File: src/rtl/wb_bridge_pkg.sv
// ============================================================================
// wb_bridge_pkg : shared types and constants for the core-to-Wishbone bridge
// Revision: 1.0
// ============================================================================
`default_nettype none

package wb_bridge_pkg;

   typedef enum logic [1:0] {
      IDLE = 2'd0,
      REQ  = 2'd1,
      WAIT = 2'd2
   } state_e;

   localparam int unsigned TIMEOUT_DEFAULT = 255;

endpackage

`default_nettype wire

File: src/rtl/wishbone_if.sv
// ============================================================================
// wishbone_if : pipelined Wishbone bus bundle with master/slave views
// Revision: 1.0
// ============================================================================
`default_nettype none

interface wishbone_if (
   input wire logic clk_i,
   input wire logic rst_ni
);
   logic        cyc;
   logic        stb;
   logic        we;
   logic [3:0]  sel;
   logic [31:0] addr;
   logic [31:0] data_m;
   logic [31:0] data_s;
   logic        ack;
   logic        stall;
   logic        err;

   modport master (
      output cyc, stb, we, sel, addr, data_m,
      input  data_s, ack, stall, err
   );

   modport slave (
      input  clk_i, rst_ni, cyc, stb, we, sel, addr, data_m,
      output data_s, ack, stall, err
   );
endinterface

`default_nettype wire

File: src/rtl/core2wb_bridge.sv
// ============================================================================
// core2wb_bridge : core data port to pipelined Wishbone master, one transfer
//                  outstanding, with a WAIT-state timeout.
// Revision: 1.0
// ============================================================================
`default_nettype none

module core2wb_bridge
   import wb_bridge_pkg::*;
#(
   parameter int unsigned TIMEOUT_CYCLES = TIMEOUT_DEFAULT
) (
   input  wire logic        clk_i,
   input  wire logic        rst_ni,
   input  wire logic        data_req_i,
   output      logic        data_gnt_o,
   input  wire logic        data_we_i,
   input  wire logic [3:0]  data_be_i,
   input  wire logic [31:0] data_addr_i,
   input  wire logic [31:0] data_wdata_i,
   output      logic        data_rvalid_o,
   output      logic [31:0] data_rdata_o,
   output      logic        data_err_o,
   wishbone_if.master       wb
);

   localparam logic [7:0] TIMEOUT_LAST = 8'(TIMEOUT_CYCLES - 1);

   state_e      state_q,  state_d;
   logic        we_q,     we_d;
   logic [3:0]  be_q,     be_d;
   logic [31:0] addr_q,   addr_d;
   logic [31:0] wdata_q,  wdata_d;
   logic [7:0]  cnt_q,    cnt_d;
   logic        rvalid_q, rvalid_d;
   logic [31:0] rdata_q,  rdata_d;
   logic        err_q,    err_d;

   always_comb begin
      state_d    = state_q;
      we_d       = we_q;
      be_d       = be_q;
      addr_d     = addr_q;
      wdata_d    = wdata_q;
      cnt_d      = cnt_q;
      rvalid_d   = 1'b0;
      rdata_d    = rdata_q;
      err_d      = err_q;
      data_gnt_o = 1'b0;

      case (state_q)
         IDLE: begin
            data_gnt_o = data_req_i & rst_ni;
            if (data_req_i) begin
               we_d    = data_we_i;
               be_d    = data_be_i;
               addr_d  = data_addr_i;
               wdata_d = data_wdata_i;
               state_d = REQ;
            end
         end
         REQ: begin
            // A response in the acceptance cycle completes without visiting WAIT.
            if (!wb.stall) begin
               if (wb.ack || wb.err) begin
                  rvalid_d = 1'b1;
                  rdata_d  = wb.data_s;
                  err_d    = wb.err;
                  state_d  = IDLE;
               end else begin
                  cnt_d   = 8'd0;
                  state_d = WAIT;
               end
            end
         end
         WAIT: begin
            if (wb.ack || wb.err) begin
               rvalid_d = 1'b1;
               rdata_d  = wb.data_s;
               err_d    = wb.err;
               state_d  = IDLE;
            end else if (cnt_q == TIMEOUT_LAST) begin
               rvalid_d = 1'b1;
               rdata_d  = 32'd0;
               err_d    = 1'b1;
               state_d  = IDLE;
            end else begin
               cnt_d = cnt_q + 8'd1;
            end
         end
         default: state_d = IDLE;
      endcase
   end

   always_ff @(posedge clk_i) begin
      if (!rst_ni) begin
         state_q  <= IDLE;
         we_q     <= 1'b0;
         be_q     <= 4'd0;
         addr_q   <= 32'd0;
         wdata_q  <= 32'd0;
         cnt_q    <= 8'd0;
         rvalid_q <= 1'b0;
         rdata_q  <= 32'd0;
         err_q    <= 1'b0;
      end else begin
         state_q  <= state_d;
         we_q     <= we_d;
         be_q     <= be_d;
         addr_q   <= addr_d;
         wdata_q  <= wdata_d;
         cnt_q    <= cnt_d;
         rvalid_q <= rvalid_d;
         rdata_q  <= rdata_d;
         err_q    <= err_d;
      end
   end

   assign wb.cyc    = (state_q != IDLE);
   assign wb.stb    = (state_q == REQ);
   assign wb.we     = we_q;
   assign wb.sel    = be_q;
   assign wb.addr   = addr_q;
   assign wb.data_m = wdata_q;

   assign data_rvalid_o = rvalid_q;
   assign data_rdata_o  = rdata_q;
   assign data_err_o    = err_q;

endmodule

`default_nettype wire

File: src/flat_wrapper.sv
// flat-port wrapper written by rule: the top's interface ports become plain ports
module core2wb_bridge_flat import wb_bridge_pkg::*;
#(
   parameter int unsigned TIMEOUT_CYCLES = TIMEOUT_DEFAULT
)
  (clk_i, rst_ni, data_req_i, data_gnt_o, data_we_i, data_be_i, data_addr_i, data_wdata_i, data_rvalid_o, data_rdata_o, data_err_o, wb_cyc, wb_stb, wb_we, wb_sel, wb_addr, wb_data_m, wb_data_s, wb_ack, wb_stall, wb_err);
  wishbone_if wb_i (.clk_i(clk_i), .rst_ni(rst_ni));
  input  wire logic clk_i;
  input  wire logic rst_ni;
  input  wire logic data_req_i;
  output      logic data_gnt_o;
  input  wire logic data_we_i;
  input  wire logic [3:0] data_be_i;
  input  wire logic [31:0] data_addr_i;
  input  wire logic [31:0] data_wdata_i;
  output      logic data_rvalid_o;
  output      logic [31:0] data_rdata_o;
  output      logic data_err_o;
  output wire logic [$bits(wb_i.cyc)-1:0] wb_cyc;
  output wire logic [$bits(wb_i.stb)-1:0] wb_stb;
  output wire logic [$bits(wb_i.we)-1:0] wb_we;
  output wire logic [$bits(wb_i.sel)-1:0] wb_sel;
  output wire logic [$bits(wb_i.addr)-1:0] wb_addr;
  output wire logic [$bits(wb_i.data_m)-1:0] wb_data_m;
  input wire logic [$bits(wb_i.data_s)-1:0] wb_data_s;
  input wire logic [$bits(wb_i.ack)-1:0] wb_ack;
  input wire logic [$bits(wb_i.stall)-1:0] wb_stall;
  input wire logic [$bits(wb_i.err)-1:0] wb_err;
  assign wb_cyc = wb_i.cyc;
  assign wb_stb = wb_i.stb;
  assign wb_we = wb_i.we;
  assign wb_sel = wb_i.sel;
  assign wb_addr = wb_i.addr;
  assign wb_data_m = wb_i.data_m;
  assign wb_i.data_s = wb_data_s;
  assign wb_i.ack = wb_ack;
  assign wb_i.stall = wb_stall;
  assign wb_i.err = wb_err;
  core2wb_bridge #(.TIMEOUT_CYCLES(TIMEOUT_CYCLES)) u_core (.clk_i(clk_i), .rst_ni(rst_ni), .data_req_i(data_req_i), .data_gnt_o(data_gnt_o), .data_we_i(data_we_i), .data_be_i(data_be_i), .data_addr_i(data_addr_i), .data_wdata_i(data_wdata_i), .data_rvalid_o(data_rvalid_o), .data_rdata_o(data_rdata_o), .data_err_o(data_err_o), .wb(wb_i));
endmodule
File: config.mk
export PLATFORM = sky130hd
export DESIGN_NAME = core2wb_bridge_flat
export DESIGN_NICKNAME = d
export VERILOG_FILES = /design/src/rtl/wb_bridge_pkg.sv /design/src/rtl/wishbone_if.sv /design/src/rtl/core2wb_bridge.sv /design/src/flat_wrapper.sv
export SDC_FILE = /design/constraint.sdc
export NUM_CORES = 1
export LEC_CHECK = 0
export BUFFER_PORTS_ARGS = -buffer_cell sky130_fd_sc_hd__buf_2
export CELL_PAD_IN_SITES_DETAIL_PLACEMENT = 0
export CELL_PAD_IN_SITES_GLOBAL_PLACEMENT = 2
export CORE_ASPECT_RATIO = 0.8
export CORE_MARGIN = 3
export CORE_UTILIZATION = 25
export DETAILED_ROUTE_END_ITERATION = 12
export PLACE_DENSITY = 0.78
export REMOVE_ABC_BUFFERS = 1
export SYNTH_ARGS = -nofsm -noshare
export SYNTH_HDL_FRONTEND = slang
export SYNTH_SLANG_ARGS = --single-unit
File: constraint.sdc
create_clock -name clk_i -period 2.45 [get_ports clk_i]
set_clock_uncertainty 0.2 [all_clocks]
set_input_delay 0.49 -clock clk_i [delete_from_list [all_inputs] [get_ports clk_i]]
set_output_delay 0.49 -clock clk_i [all_outputs]
set_load 0.02 [all_outputs]
==> results by group <==
Detailed routing
  • DRT iter0 DRCs: 158
  • DR vias/cell: 4.29
  • Total number of vias: 4,157
  • Remaining antenna violation count after routing: 0
  • DRT Pass-1 Iters: 4
  • Drt drc: 0
  • Final wirelength: 13,300 um
  • WL/cell: 13.7 um

Synth
  • Top cells by area, synth: dfxtp_1 50%, nand2_1 18%, a21boi_0 12%
  • Yosys warns: 0
  • Synth Instances: 527
  • Yosys cell types: 32
  • Avg Synthesized Cell Area: 8.63 sq um
  • Number of synthesized register bits: ~110
  • Post-synthesis sequential area ratio: 0.497
  • Post-Syn Area: between 4000 and 5000 sq um
  • Cell taking the most area after synthesis: dfxtp_1
  • Synth top area share: 0.497

CTS
  • Worst-Skew Late Latency: approximately 0.41 ns
  • Post-CTS sizing: 0
  • Root buffer cell: clkbuf_16
  • H-Tree Depth: 4
  • Post-CTS Hold Fix Bufs: 0
  • Clock Tree Buf Depth: 2
  • Total CTS buffers: 17
  • Setup bufs post-CTS: 0
  • CTS clk-pin slew, worst paths: 0.06 ns
  • CTS tree: built
  • CTS sink count: between 100 and 150

Global routing
  • GRT overflow: 0
  • Vias in the first global route: 4,329
  • Total track usage: 0.133
  • Initial antenna violation count: 1
  • Largest net degree at the start of global routing: 65
  • Global-route wire length before repair: about 21,000 um

STA
  • Slew margin rel.: 0.588
  • Fin Setup TNS: 0 ns
  • Final hold slack: around 0.12 ns
  • RSZ-0062 raised after global routing: no
  • Tcrit/Tclk final: 0.866
  • Crit path time final: 2.12 ns
  • Setup violations, final: 0
  • Max Slew Vio Count: 0
  • Tightest Pin Transition: 0.618 ns
  • FMAX: 472 MHz
  • Fin. Hold Viols: 0

Floorplanning
  • IO Pins: between 200 and 250
  • Rows: 43
  • Initial core utilization: 0.259
  • Die Wd: 157 um
  • Die Span Y: 127 um
  • DIE AREA: 19,900 sq um
  • Area of the core: 17,600 sq um

Setup path
  • Setup CP Type: reg -> reg
  • Worst Path Required: 2.58 ns
  • CP max stage delay: 0.36 ns
  • Critical path endpoint category: register
  • Critical Path Slowest Stage Cell: dfxtp_1
  • CP max FO: 33
  • Cell Chain, Critical Path: inv_1, ha_1, nor3b_2, o21a_4, a211oi_4, buf_12, mux2i_1
  • CP startpoint kind: register
  • Worst EP arrival: 2.25 ns

Final layout
  • Fraction of layout cells with a size suffix above 1: 0.355
  • Commonest non-fill, non-tap cells in the layout: 212 x nand2_1, 211 x buf_2, 113 x dfxtp_1
  • Register area: 2260 sq um
  • Final instance area: 6520 sq um
  • Multi-input logic area: 2100 sq um
  • Commonest non-fill, non-tap cell in the layout: nand2_1
  • Final net count: approximately 840
  • Layout area overhead: 43.4%
  • Filler cell count: 1,819

Pwr
  • Cell leakage power: 3.02 nW
  • Max VDD drop: about 0.35 mV
  • PwrDens: 963 nW/um^2

Place
  • Placed Area: 5850 sq um
  • RePlAce Congestion: 0.763
  • Final HPWL DP: approximately 9500 um
  • IO buf count: 212

Flow run
  • Max-Cap Viols: 0

Min path
  • Min-delay worst type: in -> reg

Run status
  • Outcome: complete, no violations
==> worst paths after layout <==
check,start,endpoint,slack [ns],depth (start not counted)
worst max-delay path,u_core.state_q[0]$_SDFFE_PN0P_,u_core.data_rdata_o[20]$_SDFFE_PN0P_,0.33,7
worst min-delay path,wb_data_s[4],u_core.data_rdata_o[4]$_SDFFE_PN0P_,0.12,3
worst max register to register,u_core.state_q[0]$_SDFFE_PN0P_,u_core.data_rdata_o[20]$_SDFFE_PN0P_,0.33,7
worst min register to register,u_core.data_rdata_o[4]$_SDFFE_PN0P_,u_core.data_rdata_o[4]$_SDFFE_PN0P_,0.25,2
==> per-stage QoR <==
stage	power (W)	utilization	std cells	setup WS [ns]
final	0.00628	0.371	970	0.329
after global routing	0.00659	0.371	970	0.169
after CTS	0.00638	0.371	969	0.298
after detailed placement	0.00356	0.333	937	0.343
after global placement	0.00353	0.333	937	0.421
after floorplan	0.00300	-	491	-0.311
==> flip-flops by register name, indices dropped and copies added, names as in the netlist <==
name,count
u_core.data_rdata_o,32
u_core.wb.addr,32
u_core.wb.data_m,32
u_core.cnt_q,8
u_core.wb.sel,4
u_core.state_q,2
u_core.data_err_o,1
u_core.data_rvalid_o,1
u_core.wb.we,1
==> cell families (layout without fill, tap and decap cells) <==
logic type,after synthesis,count (layout),synth area share
multiplexers,34,34,0.0748
AO/OA/AOI/OAI,89,89,0.152
adder cells (fa/ha/maj),6,6,0.0165
flip-flops,113,113,0.497
other,0,1,0
buffers and inverters,42,259,0.0421
AND/OR/NAND/NOR,243,243,0.217
==> critical path, delay by kind of cell (launching register included) <==
family          cells  cell delay (ns)
simple gates        1             0.20
flops               1             0.36
mux                 1             0.23
fa+ha+maj           1             0.26
buf+inv             2             0.37
compound gates      2             0.39
==> cell type report <==
type,instances,area share
flip-flops and latches,113,0.347
multi-input cells,372,0.322
well taps,225,0.0432
clock buffers,20,0.0715
inverters,6,0.00345
diodes,1,0.000384
repair buffers,221,0.181
clock inverters,12,0.0313
==> routing by layer <==
metal,global-route usage,vias to the layer above,share of wire
met4,0.0515,0,0.013
met5,0,-,0
met2,0.212,115,0.46
met1,0.163,1893,0.45
li1,-,2137,-
met3,0.0508,12,0.077
==> cell usage after synthesis (all sizes together) <==
cell and count:
and4 1, dfxtp 113, and3 2, a21o 1
clkbuf 33, nor3 3, buf 3, nor2 6
ha 6, o22a 5, nor2b 1, mux2i 34
a211o 1, o211a 1, nor4 4, nand3 6
a41o 1, nand2b 1, nand3b 1, and2 1
inv 6, a21boi 70, a211oi 1, or3 2
o211ai 1, nand4 1, o21a 1, nand2 213
nor3b 1, o21ai 6, a221oi 1
==> power breakdown <==
group | internal [W] | switching (W) | leakage [nW]
registers | 0.00206 | 0.000109 | 0.925
clock network | 0.00189 | 0.000895 | 0.319
logic | 0.000496 | 0.000832 | 1.78
Note: power is estimated with default switching activity, not from simulation.
